==> src/rtl/sdram_pkg.sv <==
// Shared SDRAM definitions: command encodings, arbiter state encodings
// and default bus widths for the arbiter and its pad register stage.
package sdram_pkg;

  localparam int ADDR_W_DEF = 13;
  localparam int BA_W_DEF   = 2;
  localparam int DQ_W_DEF   = 16;

  // Commands are {cs_n, ras_n, cas_n, we_n}.
  localparam logic [3:0] CMD_NOP  = 4'b0111;
  localparam logic [3:0] CMD_PRE  = 4'b0010;
  localparam logic [3:0] CMD_AREF = 4'b0001;
  localparam logic [3:0] CMD_ACT  = 4'b0011;
  localparam logic [3:0] CMD_WR   = 4'b0100;
  localparam logic [3:0] CMD_RD   = 4'b0101;
  localparam logic [3:0] CMD_MRS  = 4'b0000;

  typedef enum logic [4:0] {
    ST_INIT  = 5'b00001,
    ST_ARBIT = 5'b00010,
    ST_AREF  = 5'b00100,
    ST_WRITE = 5'b01000,
    ST_READ  = 5'b10000
  } arb_state_e;

endpackage

==> src/rtl/sdram_pin_reg.sv <==
// Registered SDRAM pad stage: one flop layer between the arbiter mux and
// the pins so every pin changes exactly one cycle after its source.
module sdram_pin_reg
  import sdram_pkg::*;
#(
  parameter int ADDR_W = ADDR_W_DEF,
  parameter int BA_W   = BA_W_DEF,
  parameter int DQ_W   = DQ_W_DEF
) (
  input  logic              clk,
  input  logic              rst_n,
  input  logic [3:0]        cmd_in,
  input  logic [ADDR_W-1:0] addr_in,
  input  logic [BA_W-1:0]   bank_in,
  input  logic [DQ_W-1:0]   dq_in,
  input  logic              oe_in,
  output logic              cke,
  output logic              cs_n,
  output logic              ras_n,
  output logic              cas_n,
  output logic              we_n,
  output logic [BA_W-1:0]   bank,
  output logic [ADDR_W-1:0] addr,
  output logic [DQ_W-1:0]   dq_out,
  output logic              dq_oe
);

  logic [3:0]        cmd_q, cmd_d;
  logic [ADDR_W-1:0] addr_q, addr_d;
  logic [BA_W-1:0]   bank_q, bank_d;
  logic [DQ_W-1:0]   dq_q, dq_d;
  logic              oe_q, oe_d;
  logic              cke_q, cke_d;

  always_comb begin
    cmd_d  = cmd_in;
    addr_d = addr_in;
    bank_d = bank_in;
    dq_d   = dq_in;
    oe_d   = oe_in;
    // Clock enable rises on the first edge out of reset and then holds.
    cke_d  = 1'b1;
  end

  always_ff @(posedge clk or negedge rst_n) begin
    if (!rst_n) begin
      cmd_q  <= CMD_NOP;
      addr_q <= '0;
      bank_q <= '0;
      dq_q   <= '0;
      oe_q   <= 1'b0;
      cke_q  <= 1'b0;
    end else begin
      cmd_q  <= cmd_d;
      addr_q <= addr_d;
      bank_q <= bank_d;
      dq_q   <= dq_d;
      oe_q   <= oe_d;
      cke_q  <= cke_d;
    end
  end

  assign {cs_n, ras_n, cas_n, we_n} = cmd_q;
  assign addr   = addr_q;
  assign bank   = bank_q;
  assign dq_out = dq_q;
  assign dq_oe  = oe_q;
  assign cke    = cke_q;

endmodule

==> src/rtl/sdram_arbiter.sv <==
// Grants the SDRAM bus to one engine at a time (refresh > write > read after
// init) and muxes the owner's command/address/data onto registered pins.
module sdram_arbiter
  import sdram_pkg::*;
#(
  parameter int ADDR_W = ADDR_W_DEF,
  parameter int BA_W   = BA_W_DEF,
  parameter int DQ_W   = DQ_W_DEF
) (
  input  logic              sclk,
  input  logic              reset,
  input  logic              init_end,
  input  logic [3:0]        init_cmd,
  input  logic [ADDR_W-1:0] init_addr,
  input  logic              ref_req,
  output logic              ref_en,
  input  logic              ref_end,
  input  logic [3:0]        ref_cmd,
  input  logic [ADDR_W-1:0] ref_addr,
  input  logic              wr_req,
  output logic              wr_en,
  input  logic              wr_end,
  input  logic [3:0]        wr_cmd,
  input  logic [ADDR_W-1:0] wr_addr,
  input  logic [BA_W-1:0]   wr_bank,
  input  logic [DQ_W-1:0]   wr_data,
  input  logic              rd_req,
  output logic              rd_en,
  input  logic              rd_end,
  input  logic [3:0]        rd_cmd,
  input  logic [ADDR_W-1:0] rd_addr,
  input  logic [BA_W-1:0]   rd_bank,
  output logic              sdram_cke,
  output logic              sdram_cs_n,
  output logic              sdram_ras_n,
  output logic              sdram_cas_n,
  output logic              sdram_we_n,
  output logic [BA_W-1:0]   sdram_bank,
  output logic [ADDR_W-1:0] sdram_addr,
  output logic [DQ_W-1:0]   sdram_dq_out,
  output logic              sdram_dq_oe,
  output logic [4:0]        dbg_state
);

  arb_state_e state_q, state_d;

  // Every grant returns through ARBIT, which guarantees a one-cycle gap
  // and lets a refresh that arrived mid-burst win the next arbitration.
  always_comb begin
    state_d = state_q;
    case (state_q)
      ST_INIT:  if (init_end) state_d = ST_ARBIT;
      ST_ARBIT: begin
        if (ref_req)     state_d = ST_AREF;
        else if (wr_req) state_d = ST_WRITE;
        else if (rd_req) state_d = ST_READ;
      end
      ST_AREF:  if (ref_end) state_d = ST_ARBIT;
      ST_WRITE: if (wr_end)  state_d = ST_ARBIT;
      ST_READ:  if (rd_end)  state_d = ST_ARBIT;
      default:  state_d = ST_INIT;
    endcase
  end

  always_ff @(posedge sclk or negedge reset) begin
    if (!reset) state_q <= ST_INIT;
    else        state_q <= state_d;
  end

  assign ref_en    = (state_q == ST_AREF);
  assign wr_en     = (state_q == ST_WRITE);
  assign rd_en     = (state_q == ST_READ);
  assign dbg_state = state_q;

  logic [3:0]        mux_cmd;
  logic [ADDR_W-1:0] mux_addr;
  logic [BA_W-1:0]   mux_bank;
  logic [DQ_W-1:0]   mux_dq;
  logic              mux_oe;

  // Init and refresh have no bank port, so they drive bank 0.
  always_comb begin
    mux_cmd  = CMD_NOP;
    mux_addr = '0;
    mux_bank = '0;
    mux_dq   = '0;
    mux_oe   = 1'b0;
    case (state_q)
      ST_INIT: begin
        mux_cmd  = init_cmd;
        mux_addr = init_addr;
      end
      ST_AREF: begin
        mux_cmd  = ref_cmd;
        mux_addr = ref_addr;
      end
      ST_WRITE: begin
        mux_cmd  = wr_cmd;
        mux_addr = wr_addr;
        mux_bank = wr_bank;
        mux_dq   = wr_data;
        mux_oe   = 1'b1;
      end
      ST_READ: begin
        mux_cmd  = rd_cmd;
        mux_addr = rd_addr;
        mux_bank = rd_bank;
      end
      default: begin
        mux_cmd  = CMD_NOP;
      end
    endcase
  end

  sdram_pin_reg #(
    .ADDR_W (ADDR_W),
    .BA_W   (BA_W),
    .DQ_W   (DQ_W)
  ) u_pin_reg (
    .clk     (sclk),
    .rst_n   (reset),
    .cmd_in  (mux_cmd),
    .addr_in (mux_addr),
    .bank_in (mux_bank),
    .dq_in   (mux_dq),
    .oe_in   (mux_oe),
    .cke     (sdram_cke),
    .cs_n    (sdram_cs_n),
    .ras_n   (sdram_ras_n),
    .cas_n   (sdram_cas_n),
    .we_n    (sdram_we_n),
    .bank    (sdram_bank),
    .addr    (sdram_addr),
    .dq_out  (sdram_dq_out),
    .dq_oe   (sdram_dq_oe)
  );

endmodule

==> config.mk <==
export PLATFORM = sky130hd
export DESIGN_NAME = sdram_arbiter
export DESIGN_NICKNAME = d
export VERILOG_FILES = /design/src/rtl/sdram_pkg.sv /design/src/rtl/sdram_pin_reg.sv /design/src/rtl/sdram_arbiter.sv
export SDC_FILE = /design/constraint.sdc
export NUM_CORES = 1
export LEC_CHECK = 0
export BUFFER_PORTS_ARGS = -buffer_cell sky130_fd_sc_hd__buf_2
export CORE_MARGIN = 1.5
export CORE_UTILIZATION = 44
export CTS_BUF_LIST = sky130_fd_sc_hd__clkbuf_2
export DETAILED_ROUTE_END_ITERATION = 10
export PLACE_DENSITY = 0.88
export SLEW_MARGIN = 20
export SYNTH_ARGS = -nofsm -noshare
export SYNTH_HDL_FRONTEND = slang
export SYNTH_SLANG_ARGS = --single-unit
==> constraint.sdc <==
create_clock -name sclk -period 3.4 [get_ports sclk]
set_clock_uncertainty 0.2 [all_clocks]
set_input_delay 0.17 -clock sclk [delete_from_list [all_inputs] [get_ports sclk]]
set_output_delay 0.17 -clock sclk [all_outputs]
set_load 0.005 [all_outputs]
Word-level counts from Yosys, hierarchy flattened
Cells that the tools add are included.
{ "totals": {"elab_cells": 31, "input_bits": 97, "out_inout_bits": 45, "regBits": 42} }
{ "classes": {"n_reduce_logical": 1, "mux": 13, "eq_ne": 10} }
{ "op_table": {"columns": ["cell", "n"], "rows": [
  ["$pmux W13 S4", 1],
  ["$mux W5", 7],
  ["$pmux W5 S5", 1],
  ["$mux W16", 1],
  ["$pmux W4 S4", 1],
  ["$ne A2 B1 Y1 const B", 3],
  ["$eq A5 B1 Y1 const B", 1],
  ["$eq A5 B2 Y1 const B", 1],
  ["$eq A5 B3 Y1 const B", 1],
  ["$eq A5 B4 Y1 const B", 1],
  ["$eq A5 B5 Y1 const B", 1],
  ["$reduce_and A5 Y1", 1],
  ["$ne A4 B4 Y1 const B", 1],
  ["$pmux W2 S2", 1],
  ["$ne A2 B2 Y1 const B", 1],
  ["$mux W1", 1]
]} }

Depth between registers and ports, before layout
Gate-level depths: netlist of the first run.
{ "depth": {"ltp_word": 4, "mapped_depth": 7, "mapped_depth_nobuf": 4} }

Modules after synthesis
A second synthesis of the first run with hierarchy kept.
{ "unflattened": {"hier_cells": 156, "area_unflattened_um2": 1769.2} }
{ "modules_own_cells": {"columns": ["mod", "n_inst", "cells_per_inst", "area_each_um2"], "rows": [
  ["sdram_pin_reg", 1, 38, 933.4],
  ["sdram_arbiter", 1, 118, 835.8]
]} }

Worst setup path after synthesis of the first run
No wires, ideal clock.
{ "synth_path": {"path_type": "register -> register", "from": "register state_q[4] (netlist: dbg_state[4])", "to": "register state_q[4] (netlist: dbg_state[4])", "stages_incl_launch_ff": 5, "arrival_ps": 1568, "n_path_buf": 0, "setup_slack_ps": 1568, "setup_ps": 64, "required_ps": 3136, "synth_period_minus_slack_ps": 1832, "cell_sequence": "dfrtp_1 -> or3_4 -> or4b_4 -> nor2_1 -> a22o_2"} }
{ "synth_via": {"elab_chain_len": 3} }
{ "synth_rtl": {"columns": ["element", "line", "rtl"], "rows": [
  ["from (decl)", "sdram_arbiter.sv:45", "arb_state_e state_q, state_d;"],
  ["from (signal assigned)", "sdram_arbiter.sv:67", "else state_q <= state_d;"],
  ["$eq A5 B2 Y1 (tied with other cells)", "sdram_arbiter.sv:51", "case (state_q)"],
  ["$ne A4 B4 Y1 (no source line) (tied with other cells)", null, null],
  ["$reduce_and A5 Y1 (no source line)", null, null]
]} }
Parallel ways exist; a longest one is shown, timed or not.
A chain may end at the register's enable or synchronous reset.

Worst setup path after layout of the first run
{ "layout_path": {"from": "register state_q[2] (netlist: dbg_state[2])", "to": "register u_pin_reg.addr_q[2] (netlist: u_pin_reg.addr[2])"} }
{ "layout_via": {"elab_chain_len": 2} }
{ "layout_rtl": {"columns": ["element", "line", "rtl"], "rows": [
  ["$eq A5 B5 Y1 (tied with other cells)", "sdram_arbiter.sv:88", "case (state_q)"],
  ["$pmux W13 S4 (*)", "sdram_arbiter.sv:88", null],
  ["via mux_addr[2]", "sdram_arbiter.sv:76", "logic [ADDR_W-1:0] mux_addr;"],
  ["to (signal assigned)", "sdram_pin_reg.sv:55", "addr_q <= addr_d;"],
  ["to (decl)", "sdram_pin_reg.sv:29", "logic [ADDR_W-1:0] addr_q, addr_d;"]
]} }
The timed path passes the listed nets; every way through them passes the cells marked *.

==> metrics.md, run 1 <==
| Metric | Value |
|---|---|
| Final layout net count | `approximately 480` |
| Chip width | `67.4 µm` |
| Mapped Nets | `between 200 and 300` |
| Largest net degree at the start of global routing | `43` |
| RR Endpoint | `u_pin_reg.addr[2]$_DFF_PN0_` |
| Post-synth EDFFs | `0` |
| Final antenna diode count | `0` |
| Hold Path Class | `primary input to flip-flop` |
| Post-synthesis simple-gate area fraction | `18.6%` |
| Clk Tree Root Cell | `clkbuf_2` |
| Register area share after synthesis | `57.9%` |
| #FFs+latches synth | `42` |
| Period minus WS final | `around 3.2 ns` |
| Crit. End Element | `flip-flop` |
| GR Layer Usage met2 | `61.8%` |
| Compound-Gate Fraction of Synth Area | `between 15 and 20%` |
| Crit. path cell count | `6` |
| Hpwl dp | `about 3800 µm` |
| Cell row count | `23` |
| Distinct cell type count of the synthesized netlist | `31` |
| Sequential fraction of design power | `between 30% and 40%` |
| Worst IR drop on VDD | `0.358 mV` |
| WS Path Type | `flip-flop to flip-flop` |
| Most frequent cell after synthesis | `dfrtp_1` |
| Vias in the first global route | `around 2,300` |
| Largest family of logic cells by synthesized area | `simple AND/OR/NAND/NOR gates` |
| Slowest CP cell | `dlygate4sd3_1` |
| Synth Area in Adders | `0%` |
| Pleak | `1.84 nW` |
| Drt pass-1 iters | `5` |
| YS warnings | `0` |
| Met3 Usage GRT | `between 6 and 7%` |
| Power density over the cells | `about 500 nW/µm²` |
| Gpl congestion | `about 0.8` |
| Fmax | `316 MHz` |
| CTS tree | `done` |
| Dominant synthesized flop cell | `dfrtp_1` |
| IO buf count | `between 100 and 150` |
| Num CTS Buffers | `5` |
| Final Cycle Share | `between 90% and 100%` |
| Busiest layer in global routing | `met2` |
| Die area | `roughly 4500 µm²` |
| Reg2reg path depth | `6` |
| Switching Share | `32.6%` |
| Final Hold Fails | `0` |
| Ports | `142` |
| DRC violations left | `0` |
| Max_cap viols | `0` |
| First-pass GRT wire length | `~11,000 µm` |
| Psw | `roughly 0.57 mW` |
| Status | `complete, no violations` |
| Mapped Area | `~1800 µm²` |
| Grt met1 use | `between 30% and 40%` |
| Final Slew Violations | `0` |
| Via count | `between 2,000 and 2,500` |
| Reg clk slew, reported paths | `approximately 0.23 ns` |
| Async SR Flop Fraction | `100%` |
| Vias per std cell | `~5.3` |
| Initial antenna violation count | `0` |
| Crit start category | `flip-flop` |
| R2r startpoint | `dbg_state[2]$_DFFE_PN0P_` |
| Avg Inst Size Synth | `approximately 11 µm²` |
| Initial DRC Count | `around 170` |
| Synth top cells by count | `dfrtp_1 (38), a22oi_1 (34), nand2_1 (17)` |
| Worst-Margin Slew | `between 0.9 and 1 ns` |
| Area leader, netlist | `dfrtp_1` |
| Top Family by Delay on Critical Path | `buffers and inverters` |
| Hold depth | `4` |
| Antenna viol nets, final | `0` |
| Mux cell area share after synthesis | `less than 1%` |
| Hold Crit Start | `init_end` |
| Layout cells sized above 1 | `between 40% and 50%` |
| Logic pwr share | `around 44%` |
| Crit-path cells | `or3_1, nor2b_4, a22oi_1, dlygate4sd3_1, nand2_1, dlygate4sd3_1` |
| Core outline area | `between 4000 and 5000 µm²` |
| Critical Path RT | `about 3.6 ns` |
| Level count of the clock H-tree | `2` |
| Die H | `between 60 and 70 µm` |
| Drt total wl | `between 7000 and 8000 µm` |
| Cells after Synth | `~160` |
| Maximum buffer depth of the clock tree | `2` |
| Synth top area cells | `dfrtp_1 (52%), a22oi_1 (14%), dfstp_2 (5.8%), and2_1 (5.5%), nand2_1 (3.5%)` |
| CP Max Fanout | `21` |
| GRT overflow | `0` |
| Initial Util | `about 46%` |
| Area growth syn-to-layout | `88.8%` |
| RSZ-0062 raised after global routing | `false` |
| Clk Latency, worst-skew pair | `~0.37 ns` |
| Routed len/inst | `roughly 18 µm` |
| Hold slack | `between 0.06 and 0.07 ns` |
| Setup TNS Final | `0 ns` |
| Clk pwr share | `16.3%` |
| Internal power | `about 1.2 mW` |
| WHS Endpoint | `dbg_state[1]$_DFFE_PN0P_` |
| Xor/xnor cell area share of the yosys netlist | `less than 1%` |
| CP arrival | `3.32 ns` |
| Bufs and invs on worst path | `2` |
| Clock sink count | `42` |
| Max_slew headroom | `36.5%` |
| R2r setup slk | `roughly 0.24 ns` |
| Yosys top cell area share | `a little over half` |
| CP peak stage delay | `around 0.60 ns` |
| Crit path top cell by count | `dlygate4sd3_1` |
| # setup viols final | `0` |
| GR Util All Layers | `between 30 and 40%` |
[per-stage QoR]
stage	cells	instance area, µm²	power, mW	setup WS (ns)	util (%)
finish	435	3440	1.76	0.235	86.1
CTS	431	3400	1.69	0.0863	85.1
global route	435	3440	1.86	0.0382	86.1
global placement	343	2540	1.14	1.10	63.5
floorplan	163	1820	0.949	1.57	-
detailed placement	343	2540	1.16	1.07	63.5
[how the worst max path moves through the flow]
stage | endpoint | slack, ns | from
3_3_place_gp | wr_en | 1.10 | dbg_state[1]$_DFFE_PN0P_
6_report | u_pin_reg.addr[2]$_DFF_PN0_ | 0.24 | dbg_state[2]$_DFFE_PN0P_
4_1_cts | u_pin_reg.cmd_q[1]$_DFF_PN1_ | 0.09 | dbg_state[2]$_DFFE_PN0P_
3_5_place_dp | wr_en | 1.07 | dbg_state[2]$_DFFE_PN0P_
5_1_grt | u_pin_reg.addr[9]$_DFF_PN0_ | 0.04 | dbg_state[4]$_DFFE_PN0P_
2_1_floorplan | dbg_state[4]$_DFFE_PN0P_ | 1.57 | dbg_state[4]$_DFFE_PN0P_
[flip-flops by register name, indices dropped and copies added (netlist names)]
signal            count
u_pin_reg.cmd_q       4
dbg_state             5
u_pin_reg.addr       13
u_pin_reg.dq_out     16
u_pin_reg.cke         1
u_pin_reg.dq_oe       1
u_pin_reg.bank        2
[logic make-up after synthesis]
group,count (synthesis)
AOI/OAI and AO/OA,46
xor gates and xnor gates,1
buffers and inverters,13
DFF,42
muxes,1
other,1
and+or+nand+nor,59
[area by class of cell]
class / count / area [µm²]
sequential: 42 / 1060
fill: 219 / 556
clock inverter: 2 / 33.8
inverter: 1 / 3.75
clock buffer: 6 / 30.0
multi-input combinational: 108 / 714
tap: 50 / 62.6
timing repair buffer: 226 / 1540
[metal layers]
layer | up-vias | part of all wire (%)
li1 | 1024 | -
met1 | 1096 | 34
met2 | 164 | 55
met3 | 36 | 6.8
met4 | 0 | 4.0
met5 | - | 0
[power groups by stage]
| stage | Clock (mW) | Sequential (mW) | Combinational (mW) |
|---|---|---|---|
| after floorplan | 0 | 0.678 | 0.271 |
| after global placement | 0 | 0.685 | 0.453 |
| after detailed placement | 0 | 0.696 | 0.467 |
| after CTS | 0.290 | 0.685 | 0.710 |
| after global routing | 0.311 | 0.711 | 0.838 |
| final | 0.286 | 0.694 | 0.776 |
[repair_timing]
| action | 4_1_cts | 5_1_grt |
|---|---|---|
| hold endpoints to repair | 77 | 0 |
| endpoints found under the setup margin | 0 | 15 |
| buffers inserted | 0 | 4 |
| hold buffers | 80 | 0 |
| gates resized for setup | 0 | 2 |
[worst min-delay path, stage by stage]
cell and delay, ns:
buf_2 0.09, nor3b_1 0.04, o21ai_0 0.17, a31o_1 0.14
[layout by cell type (no fill, tap or decap), types with 2 or more instances in the layout]
master / Yosys / final
nand3_1: 3 / 3
a22o_1: 2 / 2
a21oi_1: 2 / 2
buf_2: 7 / 141
nor2b_4: 0 / 2
dfstp_2: 4 / 4
dlygate4sd3_1: 0 / 80
nor3b_1: 5 / 5
nand2_1: 17 / 17
buf_4: 1 / 5
a22oi_1: 34 / 34
dfrtp_1: 38 / 38
clkbuf_2: 0 / 6
and2_1: 16 / 16
nor2_1: 8 / 8
o21ai_0: 4 / 4
Power figures use the tool's default switching activity.
==> run 2, diff against run 1 <==
Settings changed: CORE_MARGIN 1.5 to 3, RECOVER_POWER set to 100, SKIP_LAST_GASP set to 1.
==> run 2 against run 1 <==
The run now ends with max-capacitance violations, max-slew violations left. Sequential power down 1%. Flip-flop and latch count stayed put. Via count is 2.8% lower. Wire length is 5.2% lower. Design area down 1.7%. Hold slack improved by 0.0069 ns. Count of clock-buffer cells in the layout is the same. Critical path type unchanged.
==> metrics.md, run 2 (synthesized netlist as in run 1, its figures left out) <==
| Metric | Value |
|---|---|
| Status | `finished, violations left` |
| Failing checks | `max-capacitance violations, max-slew violations` |
| RSZ-0062 raised after global routing | `false` |
| Crit path top cell by count | `dlygate4sd3_1` |
| Most frequent cells in the layout | `buf_2 (112), dlygate4sd3_1 (79), dfrtp_1 (38)` |
| Final layout net count | `479 (-0.42%)` |
| Reg clk slew, reported paths | `0.20 ns (-0.03 ns)` |
| Max_slew headroom | `-46.7% (-83 points)` |
| # setup viols final | `0 (unchanged)` |
| WS Path Type | `flip-flop to flip-flop` |
| Final Hold Fails | `0 (unchanged)` |
| Pleak | `1.71 nW (-7.0%)` |
| Die area | `4950 µm² (+9.1%)` |
| Power density over the cells | `512 nW/µm² (+0.57%)` |
| Period minus WS final | `3.18 ns (+0.0188 ns)` |
| CP arrival | `3.32 ns (about the same)` |
| Layout cells sized above 1 | `34.2% (-8.4 points)` |
| Largest net degree at the start of global routing | `43 (unchanged)` |
| Final instance area | `3390 µm² (-1.7%)` |
| First-pass GRT wire length | `11,800 µm (+11%)` |
| CP Max Fanout | `28 (+33%)` |
| Maximum buffer depth of the clock tree | `2 (unchanged)` |
| Vias per std cell | `5.23 (-1.9%)` |
| Clk Tree Root Cell | `clkbuf_2` |
| CTS tree | `done` |
| Antenna viol nets, final | `0 (unchanged)` |
| Via count | `2,255 (-2.8%)` |
| Placed instance area | `2540 µm² (about the same)` |
| Level count of the clock H-tree | `2 (unchanged)` |
| Crit start category | `flip-flop` |
| Cell row count | `22 (-4.3%)` |
| Clock sink count | `42 (unchanged)` |
| Worst IR drop on VDD | `0.400 mV (+12%)` |
| GRT overflow | `0 (unchanged)` |
| Routed len/inst | `17.2 µm (-4.3%)` |
| Ports | `142 (unchanged)` |
| Initial antenna violation count | `0 (unchanged)` |
| Final core occ | `88.5% (+2.4 points)` |
| Die H | `70.4 µm (+4.5%)` |
| Worst-Margin Slew | `2.20 ns (+1.25 ns)` |
| Initial DRC Count | `156 (-8.8%)` |
| Hold Path Class | `primary input to flip-flop` |
| IO buf count | `141 (unchanged)` |
| DRC violations left | `0 (unchanged)` |
| Top Family by Delay on Critical Path | `buffers and inverters` |
| Crit. End Element | `flip-flop` |
| Slowest CP cell | `dlygate4sd3_1` |
| Drt total wl | `7400 µm (-5.2%)` |
| Bufs and invs on worst path | `2 (unchanged)` |
| Final Cycle Share | `93.6% (+0.55 points)` |
| Core outline area | `3830 µm² (-4.3%)` |
| Final antenna diode count | `0 (unchanged)` |
| Hpwl dp | `3980 µm (+4.6%)` |
| Num CTS Buffers | `5 (unchanged)` |
| Clk Latency, worst-skew pair | `0.38 ns (about the same)` |
| Chip width | `70.4 µm (+4.5%)` |
| Gpl congestion | `0.809 (about the same)` |
| GR Util All Layers | `31.0% (-1.9 points)` |
| Initial Util | `47.7% (+2.1 points)` |
| Critical Path RT | `3.54 ns (-0.02 ns)` |
| Vias in the first global route | `2,387 (+5.5%)` |
| Crit-path cells | `or3_1, nor2b_4, a22oi_1, dlygate4sd3_1, nand3_1, dlygate4sd3_1` |
| Area growth syn-to-layout | `85.7%` |
| Drt pass-1 iters | `4 (-1)` |
| Commonest non-fill, non-tap cell in the layout | `buf_2` |
| Setup TNS Final | `0 ns (unchanged)` |
| Fmax | `314 MHz (-0.59%)` |
| Filler Cell Count | `209 (-4.6%)` |
| Max_cap viols | `1 (+1)` |
| Final Slew Violations | `43 (+43)` |
| Max reg flops | `16 (unchanged)` |
| CP peak stage delay | `0.59 ns (about the same)` |
| Total power | `1.74 mW (-1.1%)` |
-- run 2: cell types whose count changed in the layout (fill, tap and decap cells not counted), moves of 3 or more --
| cell | before | now |
|---|---|---|
| clkbuf_1 | 0 | 29 |
| and2_0 | 0 | 14 |
| buf_2 | 141 | 112 |
| and2_1 | 16 | 2 |
| buf_4 | 5 | 2 |
-- run 2: tightest hold or removal path, delay by kind of cell --
| kind | cells | cell delay [ns] |
|---|---|---|
| AND/OR/NAND/NOR | 2 | 0.19 |
| buffers and inverters | 1 | 0.10 |
| AO/OA/AOI/OAI | 1 | 0.09 |
| multiplexers | 1 | 0.12 |
-- run 2: timing repair --
action | CTS | global route
setup endpoints to repair | 0 | 16
setup buffers | 0 | 2
hold buffers | 79 | 0
endpoints found under the hold margin | 77 | 0
gates resized for setup | 0 | 2
-- run 2: metal layers --
layer  vias to the layer above  GRT usage, %  wire length (µm)
met3                        22          8.92               677
met2                       146          56.1              3970
met5                         -             0                 0
met4                         0          11.7               212
li1                       1020             -                 -
met1                      1067          33.7              2540
-- run 2: area by class of cell --
class                           count  area, µm²  share of cell area (%)
Clock buffer                        6       30.0                   0.887
Timing Repair Buffer              224       1500                    44.3
Tap cell                           48       60.1                    1.77
Clock inverter                      2       37.5                    1.11
Multi-Input combinational cell    108        701                    20.7
Sequential cell                    42       1060                    31.2
Inverter                            1       3.75                   0.111
-- run 2: worst paths after layout --
check                                         startpoint                            end  slack [ns]  cells past startpoint
worst max-delay path            dbg_state[1]$_DFFE_PN0P_   u_pin_reg.cmd_q[1]$_DFF_PN1_        0.22                      6
worst min-delay path                            init_end       dbg_state[0]$_DFFE_PN1P_        0.07                      5
worst max register to register  dbg_state[1]$_DFFE_PN0P_   u_pin_reg.cmd_q[1]$_DFF_PN1_        0.22                      6
worst min register to register  dbg_state[3]$_DFFE_PN0P_       dbg_state[2]$_DFFE_PN0P_        0.58                      2
max in group asynchronous                          reset  u_pin_reg.dq_out[5]$_DFF_PN0_        1.01                      2
min in group asynchronous                          reset  u_pin_reg.dq_out[7]$_DFF_PN0_        0.74                      2
-- run 2: power breakdown --
part           internal, mW  total, mW  switching [mW]  leakage, nW
clock                 0.127      0.289           0.162       0.0392
sequential            0.617      0.687          0.0694        0.555
combinational         0.434      0.760           0.326         1.11
total                  1.18       1.74           0.557         1.71
-- run 2: through the flow --
step	worst slack [ns]	std cells	hold slack [ns]
after floorplan	1.57	163	-0.326
after global placement	1.05	342	0.133
after detailed placement	0.989	342	0.150
after CTS	0.0271	429	0.000559
after global routing	0.0456	431	0.0689
final	0.216	431	0.0686
